===== config.mk =====
export PLATFORM = sky130hd
export DESIGN_NAME = serial_subtractor_8bit
export DESIGN_NICKNAME = d
export VERILOG_FILES = /design/src/rtl/serial_subtractor_8bit_pkg.sv /design/src/rtl/full_subtractor_1bit.sv /design/src/rtl/serial_subtractor_8bit.sv
export SDC_FILE = /design/constraint.sdc
export NUM_CORES = 1
export LEC_CHECK = 0
export CORE_MARGIN = 2
export CORE_UTILIZATION = 50
export CTS_CLUSTER_DIAMETER = 150
export CTS_CLUSTER_SIZE = 25
export DETAILED_ROUTE_END_ITERATION = 7
export GPL_ROUTABILITY_DRIVEN = 0
export GPL_TIMING_DRIVEN = 0
export HOLD_SLACK_MARGIN = 0.03
export PLACE_DENSITY = 0.77
export SLEW_MARGIN = 20
export SYNTH_ARGS = -nofsm -noshare
export SYNTH_HDL_FRONTEND = slang
export SYNTH_SLANG_ARGS = --single-unit

===== constraint.sdc =====
create_clock -name clk -period 2.25 [get_ports clk]
set_input_delay 0.3375 -clock clk [delete_from_list [all_inputs] [get_ports clk]]
set_output_delay 0.3375 -clock clk [all_outputs]
set_load 0.02 [all_outputs]

===== src/rtl/serial_subtractor_8bit_pkg.sv =====
// Shared definitions for the bit-serial subtractor: FSM encoding and default width.
package serial_subtractor_8bit_pkg;

  localparam int unsigned DEFAULT_WIDTH = 8;

  typedef enum logic [1:0] {
    ST_IDLE  = 2'd0,
    ST_SHIFT = 2'd1,
    ST_DONE  = 2'd2
  } state_t;

endpackage


===== src/rtl/full_subtractor_1bit.sv =====
// One-bit full subtractor: d = a - b - bin, with borrow out.
module full_subtractor_1bit (
  input  logic a,
  input  logic b,
  input  logic bin,
  output logic d,
  output logic bout
);

  assign d    = a ^ b ^ bin;
  assign bout = (~a & b) | (~(a ^ b) & bin);

endmodule


===== src/rtl/serial_subtractor_8bit.sv =====
// Bit-serial subtractor (in1 - in2, LSB first) behind valid/ready operand and result ports,
// with unsigned borrow, signed overflow and zero flags.
module serial_subtractor_8bit
  import serial_subtractor_8bit_pkg::*;
#(
  parameter int unsigned WIDTH = DEFAULT_WIDTH
) (
  input  logic             clk,
  input  logic             rst_n,
  input  logic             in_valid,
  output logic             in_ready,
  input  logic [WIDTH-1:0] in1,
  input  logic [WIDTH-1:0] in2,
  output logic             out_valid,
  input  logic             out_ready,
  output logic [WIDTH-1:0] out,
  output logic             borrow_out,
  output logic             overflow,
  output logic             zero
);

  localparam int unsigned CNT_W = $clog2(WIDTH) + 1;

  state_t           state;
  state_t           next_state;
  logic             accept_c;
  logic             last_c;
  logic [WIDTH-1:0] a_sr;
  logic [WIDTH-1:0] b_sr;
  logic [WIDTH-1:0] res_sr;
  logic [WIDTH-1:0] res_next_c;
  logic             a_msb;
  logic             b_msb;
  logic             borrow_q;
  logic [CNT_W-1:0] cnt;
  logic             d_bit_c;
  logic             bout_bit_c;

  full_subtractor_1bit u_fs (
    .a    (a_sr[0]),
    .b    (b_sr[0]),
    .bin  (borrow_q),
    .d    (d_bit_c),
    .bout (bout_bit_c)
  );

  assign res_next_c = {d_bit_c, res_sr[WIDTH-1:1]};

  // State register
  always_ff @(posedge clk) begin
    if (!rst_n) state <= ST_IDLE;
    else        state <= next_state;
  end

  // Next-state and control strobes
  always_comb begin
    next_state = state;
    accept_c   = 1'b0;
    last_c     = 1'b0;
    case (state)
      ST_IDLE: begin
        if (in_valid && in_ready) begin
          accept_c   = 1'b1;
          next_state = ST_SHIFT;
        end
      end
      ST_SHIFT: begin
        if (cnt == CNT_W'(WIDTH - 1)) begin
          last_c     = 1'b1;
          next_state = ST_DONE;
        end
      end
      ST_DONE: begin
        if (out_ready) next_state = ST_IDLE;
      end
      default: next_state = ST_IDLE;
    endcase
  end

  // Datapath, handshake flags and result/flag registers
  always_ff @(posedge clk) begin
    if (!rst_n) begin
      in_ready   <= 1'b0;
      out_valid  <= 1'b0;
      a_sr       <= '0;
      b_sr       <= '0;
      res_sr     <= '0;
      a_msb      <= 1'b0;
      b_msb      <= 1'b0;
      borrow_q   <= 1'b0;
      cnt        <= '0;
      out        <= '0;
      borrow_out <= 1'b0;
      overflow   <= 1'b0;
      zero       <= 1'b0;
    end else begin
      in_ready  <= (next_state == ST_IDLE);
      out_valid <= (next_state == ST_DONE);
      if (accept_c) begin
        a_sr     <= in1;
        b_sr     <= in2;
        res_sr   <= '0;
        a_msb    <= in1[WIDTH-1];
        b_msb    <= in2[WIDTH-1];
        borrow_q <= 1'b0;
        cnt      <= '0;
      end else if (state == ST_SHIFT) begin
        res_sr   <= res_next_c;
        a_sr     <= a_sr >> 1;
        b_sr     <= b_sr >> 1;
        borrow_q <= bout_bit_c;
        cnt      <= cnt + CNT_W'(1);
        if (last_c) begin
          out        <= res_next_c;
          borrow_out <= bout_bit_c;
          overflow   <= (a_msb != b_msb) && (d_bit_c != a_msb);
          zero       <= ~|res_next_c;
        end
      end
    end
  end

endmodule


# Word level (Yosys, flattened, before mapping)
# Index checks and enable logic that the tools add are counted.
# word_totals
in_bits,20
ff_bits,46
# op_classes
reduce_logical,9
addsub,1
n_bitwise,9
n_eq_ne,6
muxes,12
# op_table
op,n
8-bit 2-to-1 mux,4
8-bit OR reduction,1
2-bit 2-to-1 mux,3
2-bit one-hot mux with 3 select lines,1
4-bit by 1-bit adder with 4-bit output (second input constant),1
2-bit equality test (second input constant),2
4-bit by 3-bit equality test with 1-bit output (second input constant),1
2-bit logical NOT,2
1-bit 2-to-1 mux,4
1-bit inverter,4
3-bit AND reduction,1
1-bit bitwise AND,2
2-bit by 1-bit equality test with 1-bit output (second input constant),1
1-bit logical AND,2
1-bit inequality test,2
2-bit nonzero test,1
2-bit OR reduction,1
1-bit bitwise XOR,2
1-bit logical NOT,1
1-bit bitwise OR,1

# Depth between registers and ports, before layout
# Gate-level depths: netlist (run 1).
# logic_depth
depth_word,5
ltp_mapped,6
depth_no_buf,5

# Cells and area by module
# Synthesis (run 1) repeated with hierarchy kept, for this count alone.
# unflattened
hier_cells,210
hier_area_um2,1853.0
# by_module_without_submodules
module,seq_area_each_um2,area_per_inst_um2,cells_per_inst,instances
serial_subtractor_8bit,900.9,1821.7,206,1
full_subtractor_1bit,0.0,31.3,4,1

# Least setup slack after synthesis (run 1)
# Ideal clock, no wire load.
# synth_timing
kind,reg-to-reg
start,register b_sr[0]
end,register overflow
arrival_ns,1.333
setup_slack_ns,0.837
period_less_slack_ns,1.413
path_stages_with_launch,6
n_path_buf,0
cell_sequence,dfxtp_1 inv_1 fa_1 nor2b_1 a21oi_1 a211oi_2
# synth_via
elab_chain_len,4
# synth_lines
element,line,source
from (decl),serial_subtractor_8bit.sv:29,logic [WIDTH-1:0] b_sr;
from (signal assigned),serial_subtractor_8bit.sv:101,b_sr <= in2;
from (signal assigned),serial_subtractor_8bit.sv:110,b_sr <= b_sr >> 1;
1-bit bitwise XOR (2 in series),full_subtractor_1bit.sv:10,assign d = a ^ b ^ bin;
named net d_bit_c,serial_subtractor_8bit.sv:36,logic d_bit_c;
1-bit inequality test,serial_subtractor_8bit.sv:116,overflow <= (a_msb != b_msb) && (d_bit_c != a_msb);
1-bit logical AND,serial_subtractor_8bit.sv:116,
to (signal assigned),serial_subtractor_8bit.sv:116,
to (decl),serial_subtractor_8bit.sv:18,"output logic overflow,"
# The timed path passes the listed nets, and every way through them passes these cells.
# A chain may end at the register's enable or synchronous reset.

# Worst setup path in the final report (run 1)
# layout_timing
start,register in_ready
end,output port in_ready
# layout_rtl
element,line,source
from (decl),serial_subtractor_8bit.sv:11,"output logic in_ready,"
from (signal assigned),serial_subtractor_8bit.sv:97,in_ready <= (next_state == ST_IDLE);
# No word-level cell between the ends.

==> parameters.txt, run 1 <==
Parameter                              Value

Run status
  Status    finished clean

Drt
  Post-DR vias/cell    between 5 and 6
  Routed wire length    3.78 mm
  Detailed router's first-iteration violation count    between 60 and 70
  Vias post-DR    about 1600
  Average wire length per cell after detail routing    12.6 µm
  Iteration count of the initial detailed-routing pass    4
  DRC violations left    0
  Post-detailed-route count of antenna-violating nets    0

Worst setup path
  Crit path max-delay family    buffers and inverters
  Startpoint-to-endpoint class of the critical path    flip-flop to primary output
  Slack of the worst reg-to-reg path    approximately 0.63 ns
  Arr. time, crit path    1.33 ns
  Nature of the critical path endpoint    primary output
  Reg-to-reg critical path endpoint    out[5]$_SDFFE_PN0P_
  Crit path buffers/inverters    1
  CP max stage delay    0.62 ns
  Largest fanout on the critical path    3
  Data required time at the worst endpoint    1.91 ns
  Cell Chain, Critical Path    clkdlybuf4s50_1
  CP startpoint kind    flip-flop
  Cell count along the critical path    1
  RR Startpoint    cnt[0]$_SDFFE_PP0P_
  Worst R2R Path Depth    6
  Critical path's slowest cell    sky130_fd_sc_hd__clkdlybuf4s50_1

Synthesis
  Synth Cell Area    1830 µm²
  Flip-flop and latch count after synthesis    45
  Number of synthesized flops with an enable pin    0
  Dominant synthesized flop cell    sky130_fd_sc_hd__dfxtp_1
  Largest cells by area after synthesis    sky130_fd_sc_hd__dfxtp_1 (49%), sky130_fd_sc_hd__a21oi_1 (11%), sky130_fd_sc_hd__nand2_1 (10%)
  Cell type contributing the most total cell area after synthesis    sky130_fd_sc_hd__dfxtp_1
  Warning count from the yosys run    0
  Share of synthesized area occupied by flip-flops and latches    0.492
  Average cell area after synthesis    about 8.5 µm²
  Fraction of registers with async set or reset after synthesis    0
  Syn_nets    ~240
  Top cell type's share of synthesized area    0.492
  Number of distinct standard cells referenced by the synthesized netlist    38
  Post-Syn Instances    ~220

Place
  Post-placement cell area    2200 µm²
  Post-Place Setup Slack    around 0.55 ns
  Port Buf Inserts    31
  Estimated wirelength of the detail-placed design    approximately 2.8 mm

Die
  Placeable core area    between 3000 and 4000 µm²
  Vertical die dimension    64.5 µm
  Initial core utilization    0.536
  Die ar.    about 4200 µm²
  Total I/O pin count    33
  Number of core rows    21
  Die Wd    64.5 µm

Hold path
  Class of the tightest hold or removal check    primary input to flip-flop
  Sink of the worst hold path    a_sr[5]$_SDFFE_PN0P_
  Worst min-delay path startpoint    rst_n
  Instance count along the most critical hold path    3

Clock network
  Post-CTS repair timing setup buffer count    0
  CTS buffer count    5
  Worst-case clock buffer depth    2
  CTS sink count    45
  Clock-pin slew on the worst setup and hold paths    between 0.1 and 0.15 ns
  Latest clock arrival within the worst-skew pair    0.35 ns
  Number of levels in the clock H-tree    2
  PostCTS Resize Cnt    0
  Count of hold buffers inserted by post-cts repair    0
  Clock tree root buffer cell    sky130_fd_sc_hd__clkbuf_4
  TritonCTS clock tree    built

Power
  P_leak    around 0.0008 µW
  Worst IR Drop VDD    around 0.00036 V
  Areal power density over the cells    between 600 and 700 nW/µm²

Finish
  Most common cell after layout, fill and taps aside    sky130_fd_sc_hd__nand2_1
  Post-layout instance area    around 2300 µm²
  Combined area of the multi-input logic cells    ~830 µm²
  Leading cell types in the layout, fill and taps excluded    sky130_fd_sc_hd__nand2_1 (51), sky130_fd_sc_hd__dfxtp_1 (45), sky130_fd_sc_hd__a21oi_1 (39)
  Area growth from synthesis to final layout    23.3%
  Final #Nets    approximately 280
  Fraction of final layout cells sized beyond drive strength 1    0.0830
  Sequential standard cell area    901 µm²
  Filler Cells Inserted    about 300
  Ant diodes    0
  Post-route core utilization    0.661

STA
  Setup repair after global routing missed its margin    false
  Worst-Margin Slew    0.471 ns
  Final slew viol count    0
  Setup_tns    0 ns
  Setup ws final    roughly 0.58 ns
  Highest attainable clock frequency    approximately 0.6 GHz
  Final critical path time including I/O delays and setup    1.67 ns
  Worst-case hold slack    about 0.34 ns
  Max_slew headroom    0.686
  Count of endpoints failing hold in the final timing report    0
  Worst Clk Skew    ~0.013 ns
  Final count of negative-setup-slack endpoints    0
  Period Utilization, post-route    0.742

Global routing
  Largest net degree at the start of global routing    14
  Global-route wire length before repair    6.59 mm
  Vias in the first global route    between 1000 and 1500
  Antenna violations before repair    0
  Total global routing overflow    0
  Overall track demand over capacity in global routing    0.205

Run
  Max-cap check violation count    0
-- Yosys cell counts, types with 3 or more instances --
library cell and instances:
sky130_fd_sc_hd__a21oi_1 39, sky130_fd_sc_hd__a22oi_1 3, sky130_fd_sc_hd__buf_2 9, sky130_fd_sc_hd__clkbuf_1 5
sky130_fd_sc_hd__dfxtp_1 45, sky130_fd_sc_hd__mux2i_1 8, sky130_fd_sc_hd__nand2_1 51, sky130_fd_sc_hd__nand3_1 7
sky130_fd_sc_hd__nor2_1 3, sky130_fd_sc_hd__o21ai_0 11
-- worst max path at each step --
| stage | from | to | slack [ns] |
|---|---|---|---|
| finish | in_ready$_SDFF_PN0_ | in_ready | 0.58 |
| global route | cnt[0]$_SDFFE_PP0P_ | out[5]$_SDFFE_PN0P_ | 0.51 |
| CTS | in_ready$_SDFF_PN0_ | in_ready | 0.56 |
| detailed placement | in_valid | a_sr[7]$_SDFFE_PN0P_ | 0.55 |
| global placement | in_valid | a_sr[7]$_SDFFE_PN0P_ | 0.56 |
| floorplan | b_sr[0]$_SDFFE_PN0P_ | overflow$_SDFFE_PN0P_ | 0.84 |
-- report_power, final --
part | switching (µW) | internal, µW
logic | 96.2 | 80.1
registers | 19.5 | 828
clock network | 246 | 147
-- worst min-delay path, cell delays in order --
cell and delay (ns):
sky130_fd_sc_hd__clkbuf_1 0.15, sky130_fd_sc_hd__o21ai_1 0.12, sky130_fd_sc_hd__a31oi_1 0.05
-- per-layer routing --
layer | part of all wire | vias to the layer above | GRT usage
li1 | - | 806 | -
met1 | 0.50 | 713 | 0.281
met2 | 0.45 | 25 | 0.322
met3 | 0.028 | 8 | 0.0417
met4 | 0.015 | 0 | 0.0718
met5 | 0 | - | 0
-- state kept, by name, summed over array words and instances (netlist names), 2 cells and up --
name / count
res_sr: 7
out: 8
cnt: 4
b_sr: 8
a_sr: 8
state: 2
-- cell families (layout without fill, tap and decap cells) --
kind of cell             count (synthesis)  count (layout)  synth area share
AO/OA/AOI/OAI                           62              62             0.187
adder cells (fa/ha/maj)                  2               2            0.0178
XOR/XNOR                                 2               2           0.00957
multiplexers                             8               8            0.0437
flip-flops                              45              45             0.492
AND/OR/NAND/NOR                         77              77             0.196
buffers and inverters                   19              57            0.0533
-- per-stage QoR --
| step | power, µW | instances |
|---|---|---|
| 2_1_floorplan | 970 | 215 |
| 3_3_place_gp | 1040 | 292 |
| 3_5_place_dp | 1040 | 292 |
| 4_1_cts | 1430 | 299 |
| 5_1_grt | 1480 | 299 |
| 6_report | 1420 | 299 |
-- layout make-up --
type | count | share of cell area
multi-input cells | 151 | 0.369
well taps | 46 | 0.0255
clock inverters | 1 | 0.00333
clock buffers | 6 | 0.0227
flip-flops and latches | 45 | 0.399
repair buffers | 31 | 0.137
inverters | 3 | 0.00499
plain buffers | 16 | 0.0382
No activity file was read; power rests on OpenSTA's default activity.
==> run 2: changes to the inputs <==
==> constraint.sdc (replaced) <==
create_clock -name clk -period 1.72 [get_ports clk]
set_input_delay 0.258 -clock clk [delete_from_list [all_inputs] [get_ports clk]]
set_output_delay 0.258 -clock clk [all_outputs]
set_load 0.02 [all_outputs]
==> run 2 against run 1 <==
Global-route usage did not move. First-iteration DRC count rose by 3.1%. Sequential share of layout area fell by 0.088 points. Count of clock-buffer cells in the layout did not move. Sequential power rose by 31%. Setup slack got worse by 0.45 ns. Power rose by 31%. Non-clock buffer count did not move.
==> parameters.txt, run 2 (same netlist as run 1, synthesis figures left out) <==
Parameter                              Value

Drt
  Iteration count of the initial detailed-routing pass    4 (unchanged)
  Vias post-DR    1561 (was 1552)
  Post-detailed-route count of antenna-violating nets    0 (unchanged)
  Post-DR vias/cell    5.22 (was 5.19)
  Detailed router's first-iteration violation count    67 (was 65)
  DRC violations left    0 (unchanged)
  Average wire length per cell after detail routing    12.7 µm (was 12.6 µm)
  Routed wire length    3.81 mm (was 3.78 mm)

STA
  Final critical path time including I/O delays and setup    between 1.5 and 2 ns
  Max_slew headroom    0.686 (about the same)
  Final count of negative-setup-slack endpoints    0 (unchanged)
  Setup_tns    0 ns (unchanged)
  Worst-Margin Slew    0.471 ns (about the same)
  Worst-case hold slack    0.272 ns (was 0.337 ns)
  Worst Clk Skew    0.0127 ns (was 0.0128 ns)
  Final slew viol count    0 (unchanged)
  Period Utilization, post-route    0.927
  Highest attainable clock frequency    between 0.6 and 0.7 GHz
  Setup repair after global routing missed its margin    false (unchanged)
  Count of endpoints failing hold in the final timing report    0 (unchanged)

Clock network
  CTS buffer count    5 (unchanged)
  Post-CTS repair timing setup buffer count    0 (unchanged)
  Worst-case clock buffer depth    2 (unchanged)
  Clock-pin slew on the worst setup and hold paths    0.13 ns (about the same)
  CTS sink count    45 (unchanged)
  Clock tree root buffer cell    sky130_fd_sc_hd__clkbuf_4 (unchanged)
  Number of levels in the clock H-tree    2 (unchanged)
  Latest clock arrival within the worst-skew pair    0.35 ns (about the same)
  TritonCTS clock tree    built (unchanged)
  Count of hold buffers inserted by post-cts repair    0 (unchanged)

Power
  Total net switching power    474 µW (was 361 µW)
  Clk pwr share    0.277 (about the same)
  Switching share of power    0.255 (about the same)
  Areal power density over the cells    820 nW/µm² (was 627 nW/µm²)
  Worst IR Drop VDD    0.000471 V (was 0.000360 V)
  Power share of the sequential group    0.598 (about the same)
  P_leak    0.000778 µW (was 0.000779 µW)
  Internal power contribution    1380 µW (was 1050 µW)
  Logic pwr share    0.125 (was 0.124)

Finish
  Final #Nets    275 (unchanged)
  Area growth from synthesis to final layout    23.6% (was 23.3%)
  Biggest regs    a_sr (8), b_sr (8), out (8) (unchanged)
  Post-layout instance count excluding filler cells    299 (unchanged)
  Ant diodes    0 (unchanged)
  Leading cell types in the layout, fill and taps excluded    sky130_fd_sc_hd__nand2_1 (51), sky130_fd_sc_hd__dfxtp_1 (45), sky130_fd_sc_hd__a21oi_1 (39) (unchanged)
  Post-route core utilization    0.662 (was 0.661)
  Fraction of final layout cells sized beyond drive strength 1    0.0909 (was 0.0830)
  Filler Cells Inserted    294 (was 299)
  Most common cell after layout, fill and taps aside    sky130_fd_sc_hd__nand2_1 (unchanged)

Worst setup path
  Nature of the critical path endpoint    primary output (unchanged)
  Critical path's slowest cell    sky130_fd_sc_hd__clkdlybuf4s50_1 (unchanged)
  Slack of the worst reg-to-reg path    0.16 ns (was 0.63 ns)
  Data required time at the worst endpoint    1.46 ns (was 1.91 ns)
  Reg-to-reg critical path endpoint    overflow$_SDFFE_PN0P_ (was out[5]$_SDFFE_PN0P_)
  RR Startpoint    b_sr[0]$_SDFFE_PN0P_ (was cnt[0]$_SDFFE_PP0P_)
  Largest fanout on the critical path    3 (unchanged)
  Worst R2R Path Depth    5 (was 6)
  Arr. time, crit path    1.34 ns (was 1.33 ns)
  Cell Chain, Critical Path    clkdlybuf4s50_1 (unchanged)
  Crit path max-delay family    buffers and inverters (unchanged)
  Crit path buffers/inverters    1 (unchanged)
  CP startpoint kind    flip-flop (unchanged)
  CP max stage delay    0.62 ns (about the same)
  Startpoint-to-endpoint class of the critical path    flip-flop to primary output (unchanged)

Global routing
  Vias in the first global route    1458 (unchanged)
  Overall track demand over capacity in global routing    0.205 (unchanged)
  Antenna violations before repair    0 (unchanged)
  Global-route wire length before repair    6.59 mm (unchanged)
  Total global routing overflow    0 (unchanged)
  Largest net degree at the start of global routing    14 (unchanged)

Die
  Die ar.    4160 µm² (unchanged)
  Placeable core area    3420 µm² (unchanged)
  Die Wd    64.5 µm (unchanged)
  Number of core rows    21 (unchanged)
  Initial core utilization    0.536 (unchanged)
  Vertical die dimension    64.5 µm (unchanged)
  Total I/O pin count    33 (unchanged)

Hold path
  Worst min-delay path startpoint    rst_n (unchanged)
  Instance count along the most critical hold path    3 (unchanged)
  Class of the tightest hold or removal check    primary input to flip-flop (unchanged)
  Sink of the worst hold path    a_sr[5]$_SDFFE_PN0P_ (unchanged)

Place
  Number of instances in the placed design    292 (unchanged)
  Estimated wirelength of the detail-placed design    2.77 mm (unchanged)
  Port Buf Inserts    31 (unchanged)

Run status
  Status    finished clean (unchanged)

Run
  Max-cap check violation count    0 (unchanged)
==> run 2: final cells by class <==
cell class	instances	area (µm²)	share of cell area
Sequential cell	45	901	0.398
Clock inverter	1	7.51	0.00332
Multi-Input combinational cell	151	837	0.370
Timing Repair Buffer	31	310	0.137
Inverter	3	11.3	0.00498
Buffer	16	86.3	0.0382
Tap cell	46	57.6	0.0254
Clock buffer	6	51.3	0.0227
==> run 2: through the flow <==
| stage | instance area [µm²] | setup slack (ns) | total power [µW] |
|---|---|---|---|
| after floorplan | 1830 | 0.307 | 1270 |
| after global placement | 2200 | 0.113 | 1360 |
| after detailed placement | 2200 | 0.0972 | 1360 |
| after CTS | 2260 | 0.0915 | 1870 |
| after global routing | 2260 | 0.0488 | 1930 |
| final | 2260 | 0.126 | 1850 |
==> run 2: routing by layer <==
metal,vias to the layer above,GRT usage,part of all wire
li1,807,-,-
met1,720,0.281,0.49
met2,26,0.322,0.46
met3,8,0.0417,0.035
met4,0,0.0718,0.014
met5,-,0,0
==> run 2: worst max path at each step <==
stage / start / to / slack (ns) / cells after the start
3_3_place_gp: in_valid / a_sr[7]$_SDFFE_PN0P_ / 0.11 / 5
6_report: in_ready$_SDFF_PN0_ / in_ready / 0.13 / 1
4_1_cts: cnt[0]$_SDFFE_PP0P_ / out[5]$_SDFFE_PN0P_ / 0.09 / 6
5_1_grt: b_sr[0]$_SDFFE_PN0P_ / overflow$_SDFFE_PN0P_ / 0.05 / 5
3_5_place_dp: in_valid / a_sr[7]$_SDFFE_PN0P_ / 0.1 / 5
2_1_floorplan: b_sr[0]$_SDFFE_PN0P_ / overflow$_SDFFE_PN0P_ / 0.31 / 5
==> run 2: what timing repair did <==
action                                  4_1_cts  5_1_grt
endpoints found under the setup margin        0        2
gates resized for setup                       0        2
endpoints found under the hold margin         0        0
==> run 2: power by group through the flow <==
stage | clock network [µW] | logic (µW) | registers [µW]
global placement | 0 | 228 | 1130
detailed placement | 0 | 231 | 1130
floorplan | 0 | 141 | 1130
global route | 558 | 262 | 1120
CTS | 526 | 232 | 1110
finish | 514 | 232 | 1110
==> run 3: changes to the inputs <==
--- a/config.mk
+++ b/config.mk
@@ -13,7 +13,7 @@
 export GPL_ROUTABILITY_DRIVEN = 0
 export GPL_TIMING_DRIVEN = 0
 export HOLD_SLACK_MARGIN = 0.03
-export PLACE_DENSITY = 0.77
+export PLACE_DENSITY = 0.86
 export SLEW_MARGIN = 20
 export SYNTH_ARGS = -nofsm -noshare
 export SYNTH_HDL_FRONTEND = slang
==> run 3 against run 2 <==
Clock power grew 53%. Core utilization grew 1.2 points. Flip-flop and latch count is the same. Final area grew 1.8%. Non-clock buffer count is the same. Clock skew shrank 0.0073 ns. Worst hold slack lost 0.028 ns. Register-to-register slack is essentially flat. Setup slack lost 0.021 ns. Routed wire length grew 5.1%. Cell count grew 0.33%. Die area is the same. Highest routed layer unchanged.
==> parameters.txt, run 3 (same netlist as run 1, synthesis figures left out) <==
Parameter                              Value

Run status
  Status    finished clean (unchanged)

STA
  Setup_tns    0 ns (unchanged)
  Setup repair after global routing missed its margin    false (unchanged)
  Highest attainable clock frequency    0.619 GHz (was 0.627 GHz)
  Final slew viol count    0 (unchanged)
  Count of endpoints failing hold in the final timing report    0 (unchanged)
  Final critical path time including I/O delays and setup    1.62 ns (was 1.59 ns)
  Max_slew headroom    0.679 (was 0.686)
  Period Utilization, post-route    0.939 (was 0.927)
  Worst-Margin Slew    0.482 ns (was 0.471 ns)
  Final count of negative-setup-slack endpoints    0 (unchanged)
  Worst Clk Skew    0.00535 ns (was 0.0127 ns)

Drt
  Iteration count of the initial detailed-routing pass    4 (unchanged)
  Post-DR vias/cell    5.52 (was 5.22)
  Routed wire length    4.00 mm (was 3.81 mm)
  Post-detailed-route count of antenna-violating nets    0 (unchanged)
  Vias post-DR    1656 (was 1561)
  Average wire length per cell after detail routing    13.3 µm (was 12.7 µm)
  Detailed router's first-iteration violation count    73 (was 67)
  DRC violations left    0 (unchanged)

Global routing
  Vias in the first global route    1529 (was 1458)
  Largest net degree at the start of global routing    15 (was 14)
  Total global routing overflow    0 (unchanged)
  Antenna violations before repair    0 (unchanged)
  Global-route wire length before repair    7.00 mm (was 6.59 mm)
  Overall track demand over capacity in global routing    0.220 (was 0.205)

Die
  Die Wd    64.5 µm (unchanged)
  Vertical die dimension    64.5 µm (unchanged)
  Total I/O pin count    33 (unchanged)
  Number of core rows    21 (unchanged)
  Initial core utilization    0.536 (unchanged)
  Placeable core area    3420 µm² (unchanged)
  Die ar.    4160 µm² (unchanged)

Clock network
  Clock-pin slew on the worst setup and hold paths    0.13 ns (about the same)
  Count of hold buffers inserted by post-cts repair    0 (unchanged)
  Number of levels in the clock H-tree    2 (unchanged)
  Clock tree root buffer cell    sky130_fd_sc_hd__clkbuf_4 (unchanged)
  Latest clock arrival within the worst-skew pair    0.36 ns (was 0.35 ns)
  CTS buffer count    5 (unchanged)
  Worst-case clock buffer depth    2 (unchanged)
  CTS sink count    45 (unchanged)
  TritonCTS clock tree    built (unchanged)

Worst setup path
  Crit path buffers/inverters    1 (unchanged)
  Cell Chain, Critical Path    clkdlybuf4s50_1 (unchanged)
  Largest fanout on the critical path    3 (unchanged)
  Arr. time, crit path    1.36 ns (was 1.34 ns)
  Critical path's slowest cell    sky130_fd_sc_hd__clkdlybuf4s50_1 (unchanged)
  Data required time at the worst endpoint    1.46 ns (about the same)
  Nature of the critical path endpoint    primary output (unchanged)
  Crit path max-delay family    buffers and inverters (unchanged)
  Startpoint-to-endpoint class of the critical path    flip-flop to primary output (unchanged)
  CP max stage delay    0.62 ns (about the same)
  CP startpoint kind    flip-flop (unchanged)

Finish
  Post-route core utilization    0.674 (was 0.662)
  Most common cell after layout, fill and taps aside    sky130_fd_sc_hd__nand2_1 (unchanged)
  Leading cell types in the layout, fill and taps excluded    sky130_fd_sc_hd__nand2_1 (51), sky130_fd_sc_hd__dfxtp_1 (45), sky130_fd_sc_hd__a21oi_1 (39) (unchanged)
  Fraction of final layout cells sized beyond drive strength 1    0.0906 (was 0.0909)
  Post-layout instance count excluding filler cells    300 (was 299)
  Final #Nets    275 (unchanged)
  Biggest regs    a_sr (8), b_sr (8), out (8) (unchanged)
  Combined area of the multi-input logic cells    835 µm² (was 837 µm²)
  Area growth from synthesis to final layout    25.8% (was 23.6%)
  Filler Cells Inserted    287 (was 294)
  Sequential standard cell area    901 µm² (unchanged)
  Ant diodes    0 (unchanged)

Power
  P_leak    0.000803 µW (was 0.000778 µW)
  Areal power density over the cells    924 nW/µm² (was 820 nW/µm²)
  Worst IR Drop VDD    0.000646 V (was 0.000471 V)
  PnR Total Power    2130 µW (was 1850 µW)

Place
  Estimated wirelength of the detail-placed design    2.86 mm (was 2.77 mm)
  Port Buf Inserts    31 (unchanged)
  Number of instances in the placed design    292 (unchanged)

Hold path
  Class of the tightest hold or removal check    primary input to flip-flop (unchanged)

Run
  Max-cap check violation count    0 (unchanged)
[run 3: cell count changes in the layout (fill, tap and decap cells not counted), sizes merged]
cell / before / now
clkinv: 1 / 2
clkinvlp: 1 / 0
bufinv: 0 / 2
clkbuf: 11 / 10
[run 3: final cells by class]
cell class | instances | area share
buffer | 16 | 0.0375
clock buffer | 5 | 0.0163
clock inverter | 3 | 0.0282
inverter | 3 | 0.00489
multi-input combinational | 151 | 0.362
sequential | 45 | 0.391
tap | 46 | 0.0250
timing repair buffer | 31 | 0.135
[run 3: path summary, 6_finish.rpt]
kind / startpoint / to / slack, ns / cells after the start
hold reg to reg: b_sr[4]$_SDFFE_PN0P_ / b_sr[3]$_SDFFE_PN0P_ / 0.46 / 2
setup reg to reg: b_sr[0]$_SDFFE_PN0P_ / overflow$_SDFFE_PN0P_ / 0.16 / 5
setup / recovery: in_ready$_SDFF_PN0_ / in_ready / 0.10 / 1
hold / removal: rst_n / a_sr[5]$_SDFFE_PN0P_ / 0.24 / 3
[run 3: where the power goes]
part | internal, µW | leakage (µW) | total [µW] | switching, µW
clock | 450 | 0.0000552 | 788 | 339
combinational | 104 | 0.000383 | 231 | 127
sequential | 1080 | 0.000365 | 1110 | 26.2
[run 3: what timing repair did]
item                                    in CTS  in global routing
buffers inserted                             0                  0
endpoints found under the setup margin       0                  6
gates resized for setup                      0                  1
[run 3: per-layer routing]
layer / GRT usage / vias to the layer above / routed length (µm)
li1: - / 809 / -
met1: 0.274 / 796 / 1740
met2: 0.362 / 45 / 1960
met3: 0.0590 / 6 / 233
met4: 0.0851 / 0 / 76
met5: 0 / - / 0
[run 3: tightest hold or removal path, stage by stage]
cell,delay (ns)
sky130_fd_sc_hd__clkbuf_1,0.16
sky130_fd_sc_hd__o21ai_1,0.11
sky130_fd_sc_hd__a31oi_1,0.04
[run 3: per-stage QoR]
step / area (µm²) / worst slack [ns] / hold slack, ns
after detailed placement: 2200 / 0.126 / 0.445
after global routing: 2300 / 0.0530 / 0.281
after global placement: 2200 / 0.125 / 0.438
final: 2300 / 0.105 / 0.245
after floorplan: 1830 / 0.307 / 0.417
after CTS: 2300 / 0.0980 / 0.245
